==> src/rtl/fp_tree_pkg.sv <==
// fp_tree_pkg: types and constants shared by the fp32 vector loader and the
// tree adder it feeds.
//   FP_W        - operand width (IEEE-754 single)
//   N_LANES_DEF - default number of operands per tree-add vector
//   LAT_W       - width of the adder latency counter
//   fp32_t      - one fp32 operand
//   loader_state_t - loader FSM states
//   is_nan()    - quiet/signalling NaN detector for one fp32 word
package fp_tree_pkg;

  localparam int unsigned FP_W        = 32;
  localparam int unsigned N_LANES_DEF = 10;
  localparam int unsigned LAT_W       = 8;

  typedef logic [FP_W-1:0] fp32_t;

  typedef enum logic [1:0] {
    FILL = 2'd0,
    RUN  = 2'd1,
    DONE = 2'd2
  } loader_state_t;

  // All-ones exponent with a nonzero mantissa; infinities are not NaN.
  function automatic logic is_nan(input fp32_t w);
    return (w[30:23] == 8'hFF) && (w[22:0] != 23'd0);
  endfunction

endpackage

==> src/rtl/fp_vector_loader.sv <==
// fp_vector_loader: collects N_LANES fp32 words from a valid/ready stream into
// an operand vector, holds the tree-adder enable for ADD_LAT cycles, captures
// the resulting sum and offers it downstream with a valid/ready handshake.
//
// Optional feature: define FP_LOADER_NAN_CHECK_EN to flag any NaN operand
// accepted into the current vector on nan_seen; otherwise nan_seen is tied 0.
//
// Ports
//   clk        - clock, rising edge
//   rst        - asynchronous active-high reset
//   in_valid   - upstream operand present
//   in_data    - fp32 operand
//   in_ready   - loader accepts a word this cycle (FILL only)
//   Array      - operand vector to the tree adder
//   start      - tree-adder enable level (RUN and DONE)
//   sum_in     - sum from the tree adder
//   sum_out    - captured sum
//   sum_valid  - sum_out holds a valid sum
//   sum_ready  - downstream accepts sum_out
//   nan_seen   - sticky NaN flag for the current vector
module fp_vector_loader
  import fp_tree_pkg::*;
#(
  parameter int unsigned N_LANES = N_LANES_DEF,
  parameter int unsigned ADD_LAT = 8
) (
  input  logic                  clk,
  input  logic                  rst,
  input  logic                  in_valid,
  input  fp32_t                 in_data,
  output logic                  in_ready,
  output fp32_t [N_LANES-1:0]   Array,
  output logic                  start,
  input  fp32_t                 sum_in,
  output fp32_t                 sum_out,
  output logic                  sum_valid,
  input  logic                  sum_ready,
  output logic                  nan_seen
);

  localparam int unsigned CNT_W = (N_LANES > 1) ? $clog2(N_LANES) : 1;
  localparam logic [CNT_W-1:0] CNT_LAST = CNT_W'(N_LANES - 1);
  localparam logic [LAT_W-1:0] LAT_LAST = LAT_W'(ADD_LAT - 1);

  loader_state_t     state;
  logic [CNT_W-1:0]  cnt;
  logic [LAT_W-1:0]  lat;

  logic word_take;
  logic sum_take;

  assign word_take = in_valid && in_ready;
  assign sum_take  = sum_valid && sum_ready;

  // Loader FSM; in_ready is kept as a flop that mirrors state == FILL.
  always_ff @(posedge clk or posedge rst) begin
    if (rst) begin
      state     <= FILL;
      cnt       <= '0;
      lat       <= '0;
      Array     <= '0;
      start     <= 1'b0;
      sum_out   <= '0;
      sum_valid <= 1'b0;
      in_ready  <= 1'b1;
    end else begin
      case (state)
        FILL: begin
          if (word_take) begin
            Array[cnt] <= in_data;
            if (cnt == CNT_LAST) begin
              cnt      <= '0;
              lat      <= '0;
              start    <= 1'b1;
              in_ready <= 1'b0;
              state    <= RUN;
            end else begin
              cnt <= cnt + CNT_W'(1);
            end
          end
        end
        RUN: begin
          // lat == k-1 on the k-th edge after start rose.
          if (lat == LAT_LAST) begin
            sum_out   <= sum_in;
            sum_valid <= 1'b1;
            lat       <= '0;
            state     <= DONE;
          end else begin
            lat <= lat + LAT_W'(1);
          end
        end
        DONE: begin
          if (sum_take) begin
            sum_valid <= 1'b0;
            start     <= 1'b0;
            in_ready  <= 1'b1;
            state     <= FILL;
          end
        end
        default: begin
          state    <= FILL;
          cnt      <= '0;
          lat      <= '0;
          start    <= 1'b0;
          in_ready <= 1'b1;
        end
      endcase
    end
  end

`ifdef FP_LOADER_NAN_CHECK_EN
  // Sticky per-vector NaN flag; cleared together with the sum handshake.
  always_ff @(posedge clk or posedge rst) begin
    if (rst) begin
      nan_seen <= 1'b0;
    end else if (sum_take) begin
      nan_seen <= 1'b0;
    end else if (word_take && is_nan(in_data)) begin
      nan_seen <= 1'b1;
    end
  end
`else
  assign nan_seen = 1'b0;
`endif

endmodule

==> config.mk <==
export PLATFORM = sky130hd
export DESIGN_NAME = fp_vector_loader
export DESIGN_NICKNAME = d
export VERILOG_FILES = /design/src/rtl/fp_tree_pkg.sv /design/src/rtl/fp_vector_loader.sv
export SDC_FILE = /design/constraint.sdc
export NUM_CORES = 1
export LEC_CHECK = 0
export BUFFER_PORTS_ARGS = -buffer_cell sky130_fd_sc_hd__buf_2
export CORE_ASPECT_RATIO = 1.4
export CORE_UTILIZATION = 40
export CTS_BUF_LIST = sky130_fd_sc_hd__clkbuf_2 sky130_fd_sc_hd__clkbuf_4 sky130_fd_sc_hd__clkbuf_8
export DETAILED_ROUTE_END_ITERATION = 12
export PLACE_DENSITY_LB_ADDON = 0.25
export SLEW_MARGIN = 20
export SYNTH_ARGS = -nofsm -noshare
export SYNTH_HDL_FRONTEND = slang
export SYNTH_SLANG_ARGS = --single-unit
==> constraint.sdc <==
create_clock -name clk -period 12.15 [get_ports clk]
set_input_delay 0.6075 -clock clk [delete_from_list [all_inputs] [get_ports clk]]
set_output_delay 0.6075 -clock clk [all_outputs]
set_load 0.1 [all_outputs]
==> key figures <==
Outcome
  – Status: finished, final reports clean

Route
  – Routed length per instance: 20.21 µm
  – Count of nets left with antenna violations after detail routing: 0
  – Detailed router's first-iteration violation count: 341
  – Detailed-route vias per instance: 4.947
  – Overall routed net length: 36510 µm
  – Number of vias in the routed layout: 8934
  – Initial DRT Pass Iterations: 4
  – Residual DRC: 0

Die
  – Die outline width: 161.0 µm
  – Vertical extent of the die: 224.6 µm
  – Initial standard-cell utilization of the core: 0.4060
  – Core outline area: 34860 µm²
  – Cell row count: 81
  – Die area: 36150 µm²
  – # IOs: 424

Setup path
  – Reg-to-reg slack, setup: 9.07 ns
  – Sum of buffers and inverters on the critical path: 5
  – Most prevalent standard cell on the critical path: sky130_fd_sc_hd__buf_4
  – Critical path fanouts, max: 88
  – Crit-path leading delay family: buffers and inverters
  – Critical path required time: 12.73 ns
  – Capturing element type of the critical path: asynchronous set/reset pin
  – R2R cell count: 7
  – Data arrival at the endpoint of the critical path: 3.87 ns
  – Critical Path Max Stage Delay: 0.89 ns
  – Crit-path slowest cell: sky130_fd_sc_hd__buf_4
  – Startpoint type of the worst setup path: input port
  – Critical path cell sequence: buf_2 > inv_8 > buf_4 > buf_4 > buf_4
  – Start of the worst register-to-register path: state[0]
  – Worst reg2reg endpoint: Array[176]
  – Critical path type: input port to asynchronous set/reset pin

Clock network
  – TritonCTS clock tree: done
  – Post-CTS Setup Bufs: 0
  – Clock slew at the register clock pins of the worst setup and hold paths: 0.06 ns
  – Cells resized by post-CTS repair: 0
  – Total CTS buffers: 54
  – CTS max path bufs: 3
  – Insertion delay of the later-clocked pin in the worst-skew pair: 0.61 ns
  – Post-CTS Hold Fix Bufs: 0
  – CTS sink count: 369
  – CTS Root Buffer Type: sky130_fd_sc_hd__clkbuf_8
  – Depth of the CTS H-tree: 2

Placement
  – Count of input and output buffers: 422
  – Gpl congestion: 0.7614
  – Post-detail-place hpwl: 25120 µm
  – DP Cell Count: 1711

Timing
  – Worst Max-Slew Pin Slew: 1.085 ns
  – Minimum clock period: 3.289 ns
  – Setup TNS: 0 ns
  – RSZ-0062 raised after global routing: no
  – Slew margin rel.: 0.2741
  – Period utilization: 0.2707
  – Final Hold Fails: 0
  – Final worst clock skew: 0.03054 ns
  – Setup-violating endpoint count in the final report: 0
  – Final number of max-transition violations: 0
  – Fmax: 0.3041 GHz

Logic synthesis
  – Leading area contributor after synthesis: sky130_fd_sc_hd__dfrtp_1
  – Share of Yosys cell area claimed by the top area cell type: 0.6506
  – Number of synthesized flops with an enable pin: 0
  – Cell with the most instances after synthesis: sky130_fd_sc_hd__dfrtp_1
  – Proportion of synthesized flip-flops having asynchronous set or reset: 1.000
  – Number of register bits inferred by synthesis: 369
  – Yosys warning count: 0
  – Unique cell type count in the Yosys netlist: 41
  – Synth Cell Area: 14150 µm²
  – Post-synthesis area per instance: 15.92 µm²
  – Ranking of synthesized cells by area: sky130_fd_sc_hd__dfrtp_1 65%, sky130_fd_sc_hd__mux2_2 28%, sky130_fd_sc_hd__buf_1 0.93%
  – Number of cells produced by synthesis: 889
  – Commonest cells in the netlist: 368 x sky130_fd_sc_hd__dfrtp_1, 351 x sky130_fd_sc_hd__mux2_2, 35 x sky130_fd_sc_hd__buf_1
  – Sequential share of the synthesized area: 0.6524
  – Net count of the mapped netlist: 961
  – Most used flip-flop cell after synthesis: sky130_fd_sc_hd__dfrtp_1

Global routing
  – Global-route wire length before repair: 55140 µm
  – Largest net degree at the start of global routing: 89
  – Total track usage: 0.2005
  – Via count of the first global-routing pass: 9140
  – Overflow after GRT: 0
  – Initial antenna violation count: 0

Layout
  – Number of cells in the finished layout apart from fillers: 1806
  – Area growth from synthesis to final layout: 25.48%
  – ANT cells: 0
  – Net count reported at finish: 1383
  – Fraction of final layout cells sized beyond drive strength 1: 0.6637

Flow run
  – Max-cap violations: 0

Worst hold path
  – Worst hold-check path type: input port to asynchronous set/reset pin
## per-layer routing
layer | vias up | share of wire | GRT usage
met5 | - | 0 | 0
met2 | 305 | 0.51 | 0.3462
met4 | 0 | 0.042 | 0.09404
met1 | 4563 | 0.39 | 0.2327
met3 | 88 | 0.062 | 0.05053
li1 | 3978 | - | -
## how the worst max path moves through the flow
| stage | from | endpoint | slack [ns] | depth (start not counted) |
|---|---|---|---|---|
| after floorplan | rst | Array[0] | 1.30 | 1 |
| after global placement | rst | Array[142] | 8.14 | 5 |
| after detailed placement | rst | Array[142] | 8.09 | 5 |
| after CTS | rst | Array[177] | 8.74 | 5 |
| after global routing | rst | Array[142] | 8.34 | 5 |
| final | rst | Array[205] | 8.86 | 5 |
## cell usage in the layout, fill, tap and decap left out, types with 3 or more instances in the layout
master / synthesis / routed
sky130_fd_sc_hd__buf_2: 16 / 422
sky130_fd_sc_hd__nand3_1: 6 / 5
sky130_fd_sc_hd__inv_1: 7 / 6
sky130_fd_sc_hd__clkinv_2: 0 / 7
sky130_fd_sc_hd__a21oi_1: 6 / 6
sky130_fd_sc_hd__nor2_1: 5 / 3
sky130_fd_sc_hd__nand2b_1: 4 / 4
sky130_fd_sc_hd__buf_4: 13 / 13
sky130_fd_sc_hd__clkbuf_8: 0 / 63
sky130_fd_sc_hd__o31ai_1: 4 / 4
sky130_fd_sc_hd__ha_1: 4 / 4
sky130_fd_sc_hd__a21boi_0: 3 / 3
sky130_fd_sc_hd__clkbuf_4: 0 / 23
sky130_fd_sc_hd__mux2_1: 3 / 3
sky130_fd_sc_hd__or3_1: 4 / 4
sky130_fd_sc_hd__nand2_1: 14 / 12
sky130_fd_sc_hd__nor3_1: 4 / 3
sky130_fd_sc_hd__mux2_2: 351 / 351
sky130_fd_sc_hd__dfrtp_1: 368 / 368
sky130_fd_sc_hd__o21ai_0: 9 / 9
## final cells by class
class,instances,area [µm²]
Tap cell,456,570.5
Clock inverter,9,53.80
Sequential cell,369,9235
Multi-Input combinational cell,443,4603
Timing Repair Buffer,436,2225
Clock buffer,86,1040
Fill cell,3079,17100
Inverter,7,33.78
## cells by family after synthesis
kind of cell	share of synthesized area
compound gates	0.01273
fa+ha+maj	0.003536
buf+inv	0.02528
flops	0.6524
mux	0.2823
other cells	0.0002649
simple gates	0.02342
## worst register-to-register path, cell delays in order, from the launching register on
cell and delay (ns):
sky130_fd_sc_hd__dfrtp_1 0.39, sky130_fd_sc_hd__inv_1 0.10, sky130_fd_sc_hd__ha_1 0.36, sky130_fd_sc_hd__nand3_2 0.21, sky130_fd_sc_hd__nor3b_2 0.42, sky130_fd_sc_hd__nand3b_1 0.65
sky130_fd_sc_hd__buf_4 0.50, sky130_fd_sc_hd__mux2_2 0.34
## metrics by stage
step	area, µm²	util	hold slack, ns	setup slack (ns)
3_5_place_dp	16660	0.4777	0.4732	8.087
2_1_floorplan	14150	-	0.4761	1.299
3_3_place_gp	16640	0.4773	0.4648	8.139
6_report	17760	0.5094	0.1056	8.861
5_1_grt	17760	0.5094	0.1152	8.343
4_1_cts	17750	0.5091	0.09321	8.737
## sequential cells by signal, summed over array words and instances, names as in the netlist
name / count
in_ready: 1
start: 1
cnt: 4
state: 2
sum_out: 32
lat: 8
sum_valid: 1
Array: 320
Power is not shown: default switching activity piles up to over one toggle a cycle in this logic, so the estimate is an artifact.
